--- src/rtl/fetch_sequencer_pkg.sv ---
// fetch_sequencer_pkg
// Shared widths and FSM state encoding for the instruction fetch front end.
//   ADDR_W  : default PC / memory address width
//   WORD_W  : default instruction width
//   state_e : sequencer states (IDLE=0, FETCH=1, HALT=2)
package fetch_sequencer_pkg;

    localparam int unsigned ADDR_W  = 32;
    localparam int unsigned WORD_W  = 32;
    localparam int unsigned STATE_W = 2;

    typedef enum logic [STATE_W-1:0] {
        IDLE  = 2'd0,
        FETCH = 2'd1,
        HALT  = 2'd2
    } state_e;

endpackage

--- src/rtl/fetch_skid_buffer.sv ---
// fetch_skid_buffer
// One-entry {pc, inst} holding register. Catches the fetched word that is
// already in flight when the downstream queue stalls.
// Ports:
//   clk, reset          : clock, asynchronous active-high reset
//   i_capture           : load i_pc/i_inst and mark the entry valid
//   i_clear             : held word accepted downstream, drop it
//   i_flush             : branch redirect, discard the entry (highest priority)
//   i_pc, i_inst        : word being captured
//   o_valid, o_pc, o_inst : held entry
module fetch_skid_buffer
    import fetch_sequencer_pkg::*;
#(
    parameter int unsigned ADDR = ADDR_W,
    parameter int unsigned WORD = WORD_W
) (
    input  logic            clk,
    input  logic            reset,
    input  logic            i_capture,
    input  logic            i_clear,
    input  logic            i_flush,
    input  logic [ADDR-1:0] i_pc,
    input  logic [WORD-1:0] i_inst,
    output logic            o_valid,
    output logic [ADDR-1:0] o_pc,
    output logic [WORD-1:0] o_inst
);

    logic            r_valid;
    logic [ADDR-1:0] r_pc;
    logic [WORD-1:0] r_inst;

    always_ff @(posedge clk or posedge reset) begin
        if (reset) begin
            r_valid <= 1'b0;
            r_pc    <= '0;
            r_inst  <= '0;
        end else if (i_flush) begin
            r_valid <= 1'b0;
        end else if (i_capture) begin
            r_valid <= 1'b1;
            r_pc    <= i_pc;
            r_inst  <= i_inst;
        end else if (i_clear) begin
            r_valid <= 1'b0;
        end
    end

    assign o_valid = r_valid;
    assign o_pc    = r_pc;
    assign o_inst  = r_inst;

endmodule

--- src/rtl/fetch_sequencer.sv ---
// fetch_sequencer
// Front-end controller: owns the PC, drives the synchronous instruction
// memory, feeds the fetch queue, honours its stall and redirects on branches.
// Ports:
//   clk, reset              : clock, asynchronous active-high reset
//   start_i, halt_i         : leave IDLE / stop issuing new fetches
//   branch_i, branch_pc_i   : taken-branch redirect and target
//   stall_i                 : queue cannot accept this cycle
//   imem_req_o, imem_addr_o : memory read strobe and address
//   imem_data_i             : read data, valid the cycle after the request
//   v_o, inst_o, pc_o       : instruction to the queue
//   flush_o                 : queue flush (follows branch_i)
//   fetch_cnt_o             : number of issued requests, wrapping
module fetch_sequencer
    import fetch_sequencer_pkg::*;
#(
    parameter int unsigned     ADDR     = ADDR_W,
    parameter int unsigned     WORD     = WORD_W,
    parameter logic [ADDR-1:0] RESET_PC = '0,
    parameter int unsigned     PC_STEP  = 4
) (
    input  logic            clk,
    input  logic            reset,
    input  logic            start_i,
    input  logic            halt_i,
    input  logic            branch_i,
    input  logic [ADDR-1:0] branch_pc_i,
    input  logic            stall_i,
    output logic            imem_req_o,
    output logic [ADDR-1:0] imem_addr_o,
    input  logic [WORD-1:0] imem_data_i,
    output logic            v_o,
    output logic [WORD-1:0] inst_o,
    output logic [ADDR-1:0] pc_o,
    output logic            flush_o,
    output logic [31:0]     fetch_cnt_o
);

    state_e          r_state;
    logic [ADDR-1:0] r_pc;
    logic            r_infl_v;
    logic [ADDR-1:0] r_infl_pc;
    logic [31:0]     r_fetch_cnt;

    logic            w_issue;
    logic            w_capture;
    logic            w_skid_v;
    logic [ADDR-1:0] w_skid_pc;
    logic [WORD-1:0] w_skid_inst;

    assign w_issue = (r_state == FETCH) & ~stall_i & ~branch_i;
    // Capture cycles never issue, so skid and in-flight are never both valid.
    assign w_capture = stall_i & r_infl_v & ~w_skid_v & ~branch_i;

    always_ff @(posedge clk or posedge reset) begin
        if (reset) begin
            r_state     <= IDLE;
            r_pc        <= RESET_PC;
            r_infl_v    <= 1'b0;
            r_infl_pc   <= '0;
            r_fetch_cnt <= '0;
        end else begin
            r_infl_v <= w_issue;
            if (w_issue) begin
                r_infl_pc   <= r_pc;
                r_pc        <= r_pc + ADDR'(PC_STEP);
                r_fetch_cnt <= r_fetch_cnt + 32'd1;
            end
            if (branch_i) begin
                r_pc <= branch_pc_i;
            end
            // Branch outranks start/halt in every state.
            unique case (r_state)
                IDLE:    if (start_i && !branch_i) r_state <= FETCH;
                FETCH:   if (halt_i && !branch_i)  r_state <= HALT;
                HALT:    if (branch_i)             r_state <= FETCH;
                default: r_state <= IDLE;
            endcase
        end
    end

    fetch_skid_buffer #(
        .ADDR (ADDR),
        .WORD (WORD)
    ) u_skid (
        .clk       (clk),
        .reset     (reset),
        .i_capture (w_capture),
        .i_clear   (~stall_i),
        .i_flush   (branch_i),
        .i_pc      (r_infl_pc),
        .i_inst    (imem_data_i),
        .o_valid   (w_skid_v),
        .o_pc      (w_skid_pc),
        .o_inst    (w_skid_inst)
    );

    always_comb begin
        v_o    = 1'b0;
        inst_o = '0;
        pc_o   = '0;
        if (w_skid_v) begin
            v_o    = 1'b1;
            inst_o = w_skid_inst;
            pc_o   = w_skid_pc;
        end else if (r_infl_v) begin
            v_o    = 1'b1;
            inst_o = imem_data_i;
            pc_o   = r_infl_pc;
        end
        if (branch_i) begin
            v_o = 1'b0;
        end
    end

    assign imem_req_o  = w_issue;
    assign imem_addr_o = r_pc;
    assign flush_o     = branch_i;
    assign fetch_cnt_o = r_fetch_cnt;

endmodule
--- config.mk ---
export PLATFORM = sky130hd
export DESIGN_NAME = fetch_sequencer
export DESIGN_NICKNAME = d
export VERILOG_FILES = /design/src/rtl/fetch_sequencer_pkg.sv /design/src/rtl/fetch_skid_buffer.sv /design/src/rtl/fetch_sequencer.sv
export SDC_FILE = /design/constraint.sdc
export NUM_CORES = 1
export LEC_CHECK = 0
export BUFFER_PORTS_ARGS = -buffer_cell sky130_fd_sc_hd__buf_4
export CAP_MARGIN = 5
export CORE_MARGIN = 2
export CORE_UTILIZATION = 50
export DETAILED_ROUTE_END_ITERATION = 12
export HOLD_SLACK_MARGIN = 0.15
export PLACE_DENSITY = 0.88
export SYNTH_ARGS = -nofsm -noshare
export SYNTH_HDL_FRONTEND = slang
export SYNTH_HIERARCHICAL = 1
export SYNTH_SLANG_ARGS = --single-unit
--- constraint.sdc ---
create_clock -name clk -period 9.1 [get_ports clk]
set_clock_uncertainty 0.15 [all_clocks]
set_input_delay 1.82 -clock clk [delete_from_list [all_inputs] [get_ports clk]]
set_output_delay 1.82 -clock clk [all_outputs]
set_load 0.05 [all_outputs]
# Word-level counts from Yosys, hierarchy flattened
# Index checks and enable logic that the tools add are counted.
[totals]
ff_bits = 164
in_bits = 70
out_inout_bits = 131
elab_cells = 47
[classes]
addsub = 2
n_eq_ne = 6
n_mux = 16
n_bitwise = 8
n_reduce_logical = 7
[ops]
columns = ["cell", "count"]
rows = [
  ["32-bit 2-to-1 mux", 6],
  ["32-bit by 1-bit adder with 32-bit output (second input constant)", 1],
  ["32-bit by 3-bit adder with 32-bit output (second input constant)", 1],
  ["1-bit 2-to-1 mux", 6],
  ["2-bit 2-to-1 mux", 3],
  ["2-bit one-hot mux with 3 select lines", 1],
  ["1-bit bitwise AND", 5],
  ["2-bit inequality test (second input constant)", 2],
  ["3-bit by 2-bit inequality test with 1-bit output (second input constant)", 1],
  ["1-bit NOT", 3],
  ["3-bit AND reduction", 1],
  ["2-bit by 1-bit == test with 1-bit output (second input constant)", 1],
  ["2-bit == test (second input constant)", 1],
  ["1-bit logical AND", 2],
  ["2-bit logical NOT", 1],
  ["2-bit by 1-bit inequality test with 1-bit output (second input constant)", 1],
  ["2-bit AND reduction", 1],
  ["2-bit nonzero test", 1],
  ["1-bit logical NOT", 1],
]

# Logic depth before layout (Yosys ltp)
# Gate-level depths: netlist of the first run.
[logic_depth]
depth_word = 5
depth_mapped = 7
mapped_depth_nobuf = 5

# By module
# Netlist of the first run, hierarchy kept.
[modules_own_cells]
columns = ["mod", "instances", "cells_per_inst", "area_each_um2", "seq_area_each_um2"]
rows = [
  ["fetch_sequencer", 1, 540, 5333.9, 2477.4],
  ["fetch_skid_buffer", 1, 141, 2745.1, 1626.6],
]

# Least setup slack after synthesis of the first run
# Ideal clock, no wire load.
[synth_path]
path_kind = "in2out"
start = "input port branch_i"
end = "output port imem_req_o"
t_arrival_ns = 3.367
path_slack_ns = 3.763
path_stages = 5
path_buffers = 3
cell_sequence = "clkbuf_1 > or4b_2 > clkbuf_1 > clkbuf_1 > inv_1"
[synth_via]
elab_chain_len = 2
[synth_lines]
columns = ["element", "line", "source"]
rows = [
  ["start: declaration", "fetch_sequencer.sv:26", "input logic branch_i,"],
  ["1-bit NOT (no source line)", "--", ""],
  ["1-bit bitwise AND", "fetch_sequencer.sv:51", "assign w_issue = (r_state == FETCH) & ~stall_i & ~branch_i;"],
  ["end: declaration", "fetch_sequencer.sv:29", "output logic imem_req_o,"],
]
# No other way between the ends.

# Final worst setup path of the first run
# Same ends and word-level chain as after synthesis.

==> results of run 1 <==
==> per-stage QoR <==
| stage | worst slack, ns | cells | power (mW) |
|---|---|---|---|
| 6_report | 3.639 | 1089 | 2.626 |
| 3_5_place_dp | 3.654 | 1058 | 1.902 |
| 5_1_grt | 3.553 | 1089 | 2.737 |
| 4_1_cts | 3.652 | 1089 | 2.632 |
| 3_3_place_gp | 3.669 | 1058 | 1.866 |
| 2_1_floorplan | 3.763 | 681 | 1.678 |
==> worst min path at each step <==
| stage | to | from | cells after the start | slack, ns |
|---|---|---|---|---|
| finish | fetch_cnt_o[12]$_DFFE_PP0P_ | fetch_cnt_o[12]$_DFFE_PP0P_ | 1 | 0.35 |
| global route | fetch_cnt_o[31]$_DFFE_PP0P_ | fetch_cnt_o[31]$_DFFE_PP0P_ | 1 | 0.35 |
| CTS | fetch_cnt_o[31]$_DFFE_PP0P_ | fetch_cnt_o[31]$_DFFE_PP0P_ | 1 | 0.34 |
| detailed placement | fetch_cnt_o[31]$_DFFE_PP0P_ | fetch_cnt_o[31]$_DFFE_PP0P_ | 1 | 0.33 |
| global placement | fetch_cnt_o[31]$_DFFE_PP0P_ | fetch_cnt_o[31]$_DFFE_PP0P_ | 1 | 0.31 |
| floorplan | r_infl_pc[22]$_DFFE_PP0P_ | r_infl_pc[22]$_DFFE_PP0P_ | 2 | 0.32 |
==> worst reg2reg max path: stages (launching register included) <==
cell,delay [ns]
dfrtp_2,0.42
buf_4,0.37
nor4b_1,0.48
nor2b_4,0.87
buf_4,0.73
mux2_2,0.42
==> layer usage <==
layer  vias to the layer above  GRT usage [%]  wire (um)
met5                         -              0          0
met4                         0          9.843        632
met3                        47          5.324       1409
met2                       269          36.20       9237
met1                      3049          32.76       9068
li1                       2861              -          -
==> cell type report <==
cell class                      count  area, um^2
Sequential cell                   164        4105
Tap cell                          216       270.3
Inverter                           12       47.55
Clock inverter                      8       126.4
Fill cell                        1200        5618
Timing Repair Buffer              207        1554
Clock buffer                       23       467.9
Multi-Input combinational cell    459        3638
==> state kept, by name (all words and copies together) (netlist names) <==
name / count
imem_addr_o: 32
u_skid/o_pc: 32
fetch_cnt_o: 32
r_state: 2
r_infl_pc: 32
r_infl_v: 1
u_skid/o_inst: 32
u_skid/o_valid: 1
==> power groups by stage <==
stage	Sequential (mW)	Combinational (mW)	Clock (mW)
2_1_floorplan	1.17	0.512	0
3_3_place_gp	1.14	0.731	0
3_5_place_dp	1.15	0.753	0
4_1_cts	1.14	0.757	0.736
5_1_grt	1.17	0.798	0.768
6_report	1.15	0.753	0.727
==> Yosys cell counts, drive strengths merged, types with 8 or more instances <==
cell type  count  area (um^2)
buf           16        186.4
or4           16        120.1
nor2          23        86.33
nand4         23        143.9
xor2           9        78.83
mux2          95         1295
nand2         66        247.7
a31oi         11        68.82
a22o          52        455.4
dfrtp        164         4104
o21ai         29        145.1
xnor2         32        280.3
nand3         31        155.2
o31ai          9        67.56
clkbuf        30        112.6
and4           8        70.07
inv           12        45.04
==> cell families after synthesis <==
logic type | count (synthesis)
xor+xnor | 41
mux | 96
simple gates | 205
compound gates | 115
flops | 164
fa+ha+maj | 2
buf+inv | 58
==> metrics, run 1 <==
setup slack, reg-to-reg=between 5 and 6 ns; first-pass GRT wire length=32550 um; Post-Route WL=roughly 20000 um; CP Launch Type=input port; Root Buffer=clkbuf_16; DRT antenna net count=0; Max-slew headroom=between 10 and 15%; WP buf/inv=4; Final nets=a little over 900; most frequent CP cell=buf_4; clock network power share=approximately 28%; final core occ=between 60% and 70%; Die Footprint=about 0.017 mm^2; routed length per instance=18.68 um; Overflow after GRT=0; largest net degree at the start of global routing=80; Worst Setup SP=branch_i; commonest non-fill, non-tap cell in the layout=buf_4; chip width=approximately 130 um; Peak VDD IR=approximately 160 uV; most frequent cells in the layout=207 x buf_4, 163 x dfrtp_1, 66 x nand2_1; Least-Margin Pin Slew=between 1 and 1.5 ns; via/cell ratio=roughly 5.7; DR DRC count=0; post-CTS sizing=0; antenna violations before repair=0; hold_ws=between 0.3 and 0.4 ns; pwr/cell area=roughly 260 mW/mm^2; Leakage=4.721 nW; area growth from synthesis to layout=26.37%; mean post-synth cell area=~12 um^2; Reg2Reg Depth=5; Crit. End Element=output port; Tcrit/Tclk final=around three fifths; yosys warns=6; Design Area, Final=between 0.01 and 0.015 mm^2; EDFF count, synth=0; Reg power frac=about 44%; CTS clk-pin slew, worst paths=around 0.06 ns; core area=approximately 0.016 mm^2; Hold Vio Cnt, Final=0; FF+latch count, synth=about 160; crit-path cells=buf_4 > or4b_2 > buf_4 > inv_1 > buf_4; Comb pwr share=roughly 29%; Critical-path top delay cell=or4b_2; Post-Synth Adder-Cell Area=less than 1%; Die Ht=between 100 and 150 um; Sink Count=roughly 160; port buffer count=200; Synth Area in Compound Gates=between 10% and 20%; Post-Syn Nets=approximately 750; Crit path largest cell delay=about 0.7 ns; switching pwr=just under 0.9 mW; Setup-failing EPs final=0; CTS tree=done; Final Critical Period=5.461 ns; required time worst endpoint=7.13 ns; share of cells above drive strength 1=between 30% and 40%; Initial DRC Count=around 500; xor/xnor cell area share of the yosys netlist=4.445%; largest family of logic cells by synthesized area=multiplexers; Hold Crit Class=flop to flop; I/O pin count=between 200 and 250; Crit path max-delay family=buffers and inverters; setup bufs post-CTS=0; hold buffer count at CTS=0; r2r startpoint=u_skid/o_valid$_DFFE_PP0P_; Reg-to-Reg End=u_skid/o_inst[23]$_DFFE_PP0P_; Int Pwr=about 1.8 mW; Post-synth top flop=dfrtp_1; # diodes=0; Max Clk Rate=roughly 0.18 GHz; HPWL after DPL=around 14000 um; Worst Path Max Fanout=49; Post-synth ARST share=100.0%; setup TNS=0 ns; Placer Congestion=roughly 0.90; Sw Ratio=around 33%; mux cell area share after synthesis=~16%; Placement Rows=46; CTS buffer count=17; simple-gate share of the synthesized area=13.61%; Starting Density=51.04%; CTS Buffer Depth=2; drt pass-1 iters=5; placed inst area=~0.0096 mm^2; Netlist cell types=46; vias in the first global route=about 6000; All-Layer GR Usage=between 20% and 30%; crit path DAT=3.49 ns; # Max-Cap Violations=0; Worst path depth=5; status=finished clean; fin. max-slew vios=0; via count=6226; sequential fraction of the synthesis area=between 50 and 60%; critical path endpoint=imem_req_o; Mapped Cells=681; H-tree depth=4; worst skew pair latency=between 0.4 and 0.5 ns; RSZ-0062 raised after global routing=false; synthesized cell area=between 0.008 and 0.009 mm^2; critical path class=input port to output port
(Power assumes the default switching activity.)
==> inputs of run 2 (changes only) <==
- clock period: 9.1 -> 5.5 ns (I/O delays scaled with it)
==> run 2 against run 1 <==
  * Clock power rose by 58%
  * Wire length rose by 2.8%
  * Cell area barely moved
  * Highest routed layer unchanged
  * Setup slack got worse by 2.2 ns
  * Non-clock buffer count rose by 2
  * Via count rose by 0.71%
  * Sequential power rose by 65%
  * Cell count rose by 0.28%
==> metrics, run 2 (synthesis gave the netlist of run 1 again) <==
switching pwr=1.460 mW; routed length per instance=19.16 um; Max Clk Rate=0.2486 GHz; drt pass-1 iters=5; Reg-to-Reg End=u_skid/o_inst[23]$_DFFE_PP0P_; Sink Count=around 160; worst min-delay path startpoint=fetch_cnt_o[31]$_DFFE_PP0P_; CTS buffer count=17; CP Launch Type=input port; antenna violations before repair=0; RSZ-0062 raised after global routing=false; Hold Crit Class=flop to flop; All-Layer GR Usage=24.48%; setup bufs post-CTS=0; # diodes=0; Sw Ratio=roughly 34%; Int Pwr=between 2 and 3 mW; commonest non-fill, non-tap cell in the layout=buf_4; hold buffer count at CTS=0; setup slack, reg-to-reg=between 2 and 3 ns; clock network power share=a little over a quarter; required time worst endpoint=~4.3 ns; vias in the first global route=6127; Die Footprint=approximately 0.017 mm^2; Leakage=4.735 nW; DR DRC count=0; CTS Buffer Depth=2; Comb pwr share=29.2%; Overflow after GRT=0; Reg2Reg Depth=5; DRT antenna net count=0; first-pass GRT wire length=33600 um; Final Critical Period=between 4 and 5 ns; H-tree depth=4; Peak VDD IR=257.1 uV; pwr/cell area=about 420 mW/mm^2; CTS tree=done; Starting Density=between 50 and 60%; via count=between 6000 and 7000; footprint of the multi-input gates=0.003638 mm^2; Die Ht=approximately 130 um; Tcrit/Tclk final=approximately three quarters; fill count=approximately 1200; most frequent cells in the layout=209 x buf_4, 163 x dfrtp_1, 66 x nand2_1; Hold EP=fetch_cnt_o[31]$_DFFE_PP0P_; setup TNS=0 ns; area growth from synthesis to layout=26.42%; I/O pin count=between 200 and 250; Crit. End Element=output port; core area=0.01583 mm^2; Worst Path Max Fanout=49; via/cell ratio=~5.7; Final nets=between 900 and 1000; post-CTS sizing=0; # Max-Cap Violations=0; final core occ=between 60% and 70%; Max-slew headroom=roughly two fifths; Reg power frac=between 40 and 50%; largest net degree at the start of global routing=80; Placement Rows=46; status=finished clean; CTS clk-pin slew, worst paths=~0.060 ns; sequential cell area=0.004105 mm^2; share of cells above drive strength 1=about 39%; worst skew pair latency=about 0.42 ns; Initial DRC Count=roughly 430; hold path cells=1; crit path DAT=2.77 ns; power after layout=between 4 and 5 mW; Post-Route WL=20920 um; HPWL after DPL=about 14000 um; critical path class=input port to output port; port buffer count=200; Least-Margin Pin Slew=between 0.9 and 1 ns; Placer Congestion=0.8881; Hold Vio Cnt, Final=0; Setup-failing EPs final=0; r2r startpoint=u_skid/o_valid$_DFFE_PP0P_; Root Buffer=clkbuf_16; fin. max-slew vios=0; chip width=131.1 um
## run 2: cell count changes in the layout (fill, tap and decap cells not counted)
| cell | previous run | this run |
|---|---|---|
| buf_4 | 207 | 209 |
| bufinv_16 | 3 | 1 |
| clkbuf_1 | 4 | 1 |
| clkbuf_8 | 2 | 4 |
| clkinv_2 | 1 | 2 |
| clkinv_4 | 1 | 4 |
| clkinvlp_4 | 3 | 2 |
| inv_6 | 0 | 1 |
## run 2: how the worst max path moves through the flow
stage | from | endpoint | slack [ns] | cells past startpoint
after floorplan | branch_i | imem_req_o | 1.60 | 5
after global placement | branch_i | imem_req_o | 1.51 | 5
after detailed placement | branch_i | imem_req_o | 1.49 | 5
after CTS | branch_i | imem_req_o | 1.49 | 5
after global routing | branch_i | imem_req_o | 1.42 | 5
final | branch_i | imem_req_o | 1.48 | 5
## run 2: power by group through the flow
stage | registers (mW) | clock network [mW] | logic [mW]
final | 1.90 | 1.15 | 1.26
after global routing | 1.94 | 1.22 | 1.33
after CTS | 1.89 | 1.17 | 1.26
after detailed placement | 1.90 | 0 | 1.25
after global placement | 1.87 | 0 | 1.22
after floorplan | 1.93 | 0 | 0.847
## run 2: cell type report
cell class	count	area share, %
clock buffers	22	4.741
clock inverters	10	0.9678
inverters	12	0.4655
multi-input cells	459	35.62
flip-flops and latches	164	40.19
well taps	216	2.646
repair buffers	209	15.36
## run 2: layer usage
layer	routed length, um	vias up	share of wire, %	track usage, %
met3	1334	33	6.4	5.131
li1	-	2861	-	-
met2	9889	259	47	38.80
met5	0	-	0	0
met4	477	0	2.3	9.662
met1	9222	3117	44	33.21
## run 2: through the flow
step                      setup slack (ns)  area [um^2]  hold WS [ns]  std cells
after global routing                 1.416        10210        0.3393       1092
final                                1.478        10210        0.3396       1092
after floorplan                      1.603         8079        0.3214        681
after CTS                            1.491        10210        0.3298       1092
after global placement               1.513         9630        0.3145       1060
after detailed placement             1.492         9630        0.3215       1060
## run 2: critical path, stage by stage
cell and delay, ns:
buf_4 0.26, or4b_2 0.68, buf_4 0.31, inv_1 0.16, buf_4 0.21
==> inputs of run 3 (changes only) <==
- CORE_UTILIZATION: 50 -> 49
- PLACE_DENSITY: 0.88 -> 0.89
- clock period: 5.5 -> 3.47 ns (I/O delays scaled with it)
==> run 3 against run 2 <==
  * Setup slack worse by 1.1 ns
  * Clock power is 63% higher
  * Power is 60% higher
  * Clock-buffer cell count is 1 lower
  * Core utilization is 0.16 points lower
==> metrics, run 3 (synthesis gave the netlist of run 1 again) <==
hold_ws=0.2608 ns; DRT antenna net count=0; I/O pin count=between 200 and 250; Least-Margin Pin Slew=between 0.8 and 0.9 ns; area growth from synthesis to layout=27.47%; fin. max-slew vios=0; Max Clk Rate=around 0.32 GHz; setup bufs post-CTS=0; Leakage=about 4.8 nW; HPWL after DPL=about 15000 um; Die Ht=between 100 and 150 um; pwr/cell area=669.3 mW/mm^2; # diodes=0; drt pass-1 iters=5; commonest non-fill, non-tap cell in the layout=buf_4; Worst Path Max Fanout=51; RSZ-0062 raised after global routing=false; crit-path cells=buf_4 > nor2_1 > nor2_1 > buf_4; largest net degree at the start of global routing=59; Critical-path top delay cell=dfrtp_2; post-CTS sizing=0; CTS tree=done; worst skew pair latency=0.42 ns; Initial DRC Count=around 490; Crit. End Element=output port; setup slack, reg-to-reg=just under 0.8 ns; vias in the first global route=6279; Non-Filler Instances=~1100; All-Layer GR Usage=24.17%; Peak VDD IR=roughly 350 uV; Final Critical Period=between 3 and 4 ns; fill count=roughly 1200; Setup-failing EPs final=0; Crit path largest cell delay=roughly 0.72 ns; hold buffer count at CTS=0; Placer Congestion=about 0.87; Starting Density=50.49%; CTS clk-pin slew, worst paths=0.06 ns; Comb pwr share=29.2%; Worst Setup SP=u_skid/o_valid$_DFFE_PP0P_; Max-slew headroom=a little under half; Die Footprint=between 0.015 and 0.02 mm^2; chip width=~130 um; Post-Place Setup Slack=approximately 0.5 ns; setup TNS=0 ns; Reg2Reg Depth=4; share of cells above drive strength 1=slightly below 40%; required time worst endpoint=2.63 ns; first-pass GRT wire length=approximately 33000 um; Overflow after GRT=0; most frequent cells in the layout=207 x buf_4, 163 x dfrtp_1, 66 x nand2_1; Tcrit/Tclk final=90.09%; critical path class=flop to output port; CTS buffer count=17; r2r startpoint=r_state[0]$_DFFE_PP0P_; Hold Vio Cnt, Final=0; Final WS setup=about 0.34 ns; clock network power share=about 27%; antenna violations before repair=0; CP Launch Type=flop; routed length per instance=roughly 19 um; status=finished clean; Root Buffer=clkbuf_16; Int Pwr=4.608 mW; core area=between 0.015 and 0.02 mm^2; CTS Buffer Depth=2; final core occ=between 60% and 70%; Hold Crit Class=input port to async pin; DR DRC count=0; Placement Rows=46; port buffer count=200; switching pwr=approximately 2.3 mW; Reg-to-Reg End=imem_addr_o[21]$_DFFE_PP0P_; Sink Count=~160; Post-Route WL=roughly 21000 um; # placed instances=1063; Reg power frac=43.6%; Final nets=938; crit path DAT=~2.3 ns; Sw Ratio=33.15%; # Max-Cap Violations=0; via/cell ratio=~5.8; H-tree depth=4; via count=roughly 6300; critical path endpoint=v_o
[run 3: layout make-up]
class / count / area [um^2] / area share (%)
timing repair buffer: 212 / 1654 / 16.06
clock inverter: 10 / 132.6 / 1.288
tap: 216 / 270.3 / 2.624
multi-input combinational: 459 / 3638 / 35.33
clock buffer: 21 / 450.4 / 4.374
sequential: 164 / 4105 / 39.86
inverter: 12 / 47.55 / 0.4617
[run 3: metal layers]
metal	wire [um]	global-route usage [%]	share of wire [%]	vias up
li1	-	-	-	2871
met1	9066	32.32	43	3124
met2	9820	37.82	47	291
met3	1380	5.459	6.6	53
met4	769	10.75	3.7	0
met5	0	0	0	-
[run 3: how the worst min path moves through the flow]
stage,from,to,slack [ns],cells past startpoint
2_1_floorplan,r_infl_pc[22]$_DFFE_PP0P_,r_infl_pc[22]$_DFFE_PP0P_,0.32,2
3_3_place_gp,fetch_cnt_o[31]$_DFFE_PP0P_,fetch_cnt_o[31]$_DFFE_PP0P_,0.31,1
3_5_place_dp,fetch_cnt_o[31]$_DFFE_PP0P_,fetch_cnt_o[31]$_DFFE_PP0P_,0.32,1
4_1_cts,reset,fetch_cnt_o[5]$_DFFE_PP0P_,0.29,2
5_1_grt,reset,fetch_cnt_o[12]$_DFFE_PP0P_,0.32,2
6_report,reset,fetch_cnt_o[5]$_DFFE_PP0P_,0.26,2
[run 3: worst max-delay path, delay by kind of cell, from the launching register on]
family | cells | cell delay (ns)
buffers and inverters | 2 | 0.79
flip-flops | 1 | 0.72
AND/OR/NAND/NOR | 2 | 0.34
[run 3: power by group through the flow]
stage                     clock, mW  sequential (mW)  combinational [mW]
after global placement            0             2.97                1.95
after detailed placement          0             3.02                2.00
after CTS                      1.90             2.99                2.02
after floorplan                   0             3.06                1.34
after global routing           1.99             3.08                2.13
final                          1.87             3.01                2.01
[run 3: per-stage QoR]
step	area [um^2]	total power [mW]
3_3_place_gp	9716	4.922
5_1_grt	10300	7.198
3_5_place_dp	9716	5.022
4_1_cts	10300	6.919
2_1_floorplan	8079	4.400
6_report	10300	6.892
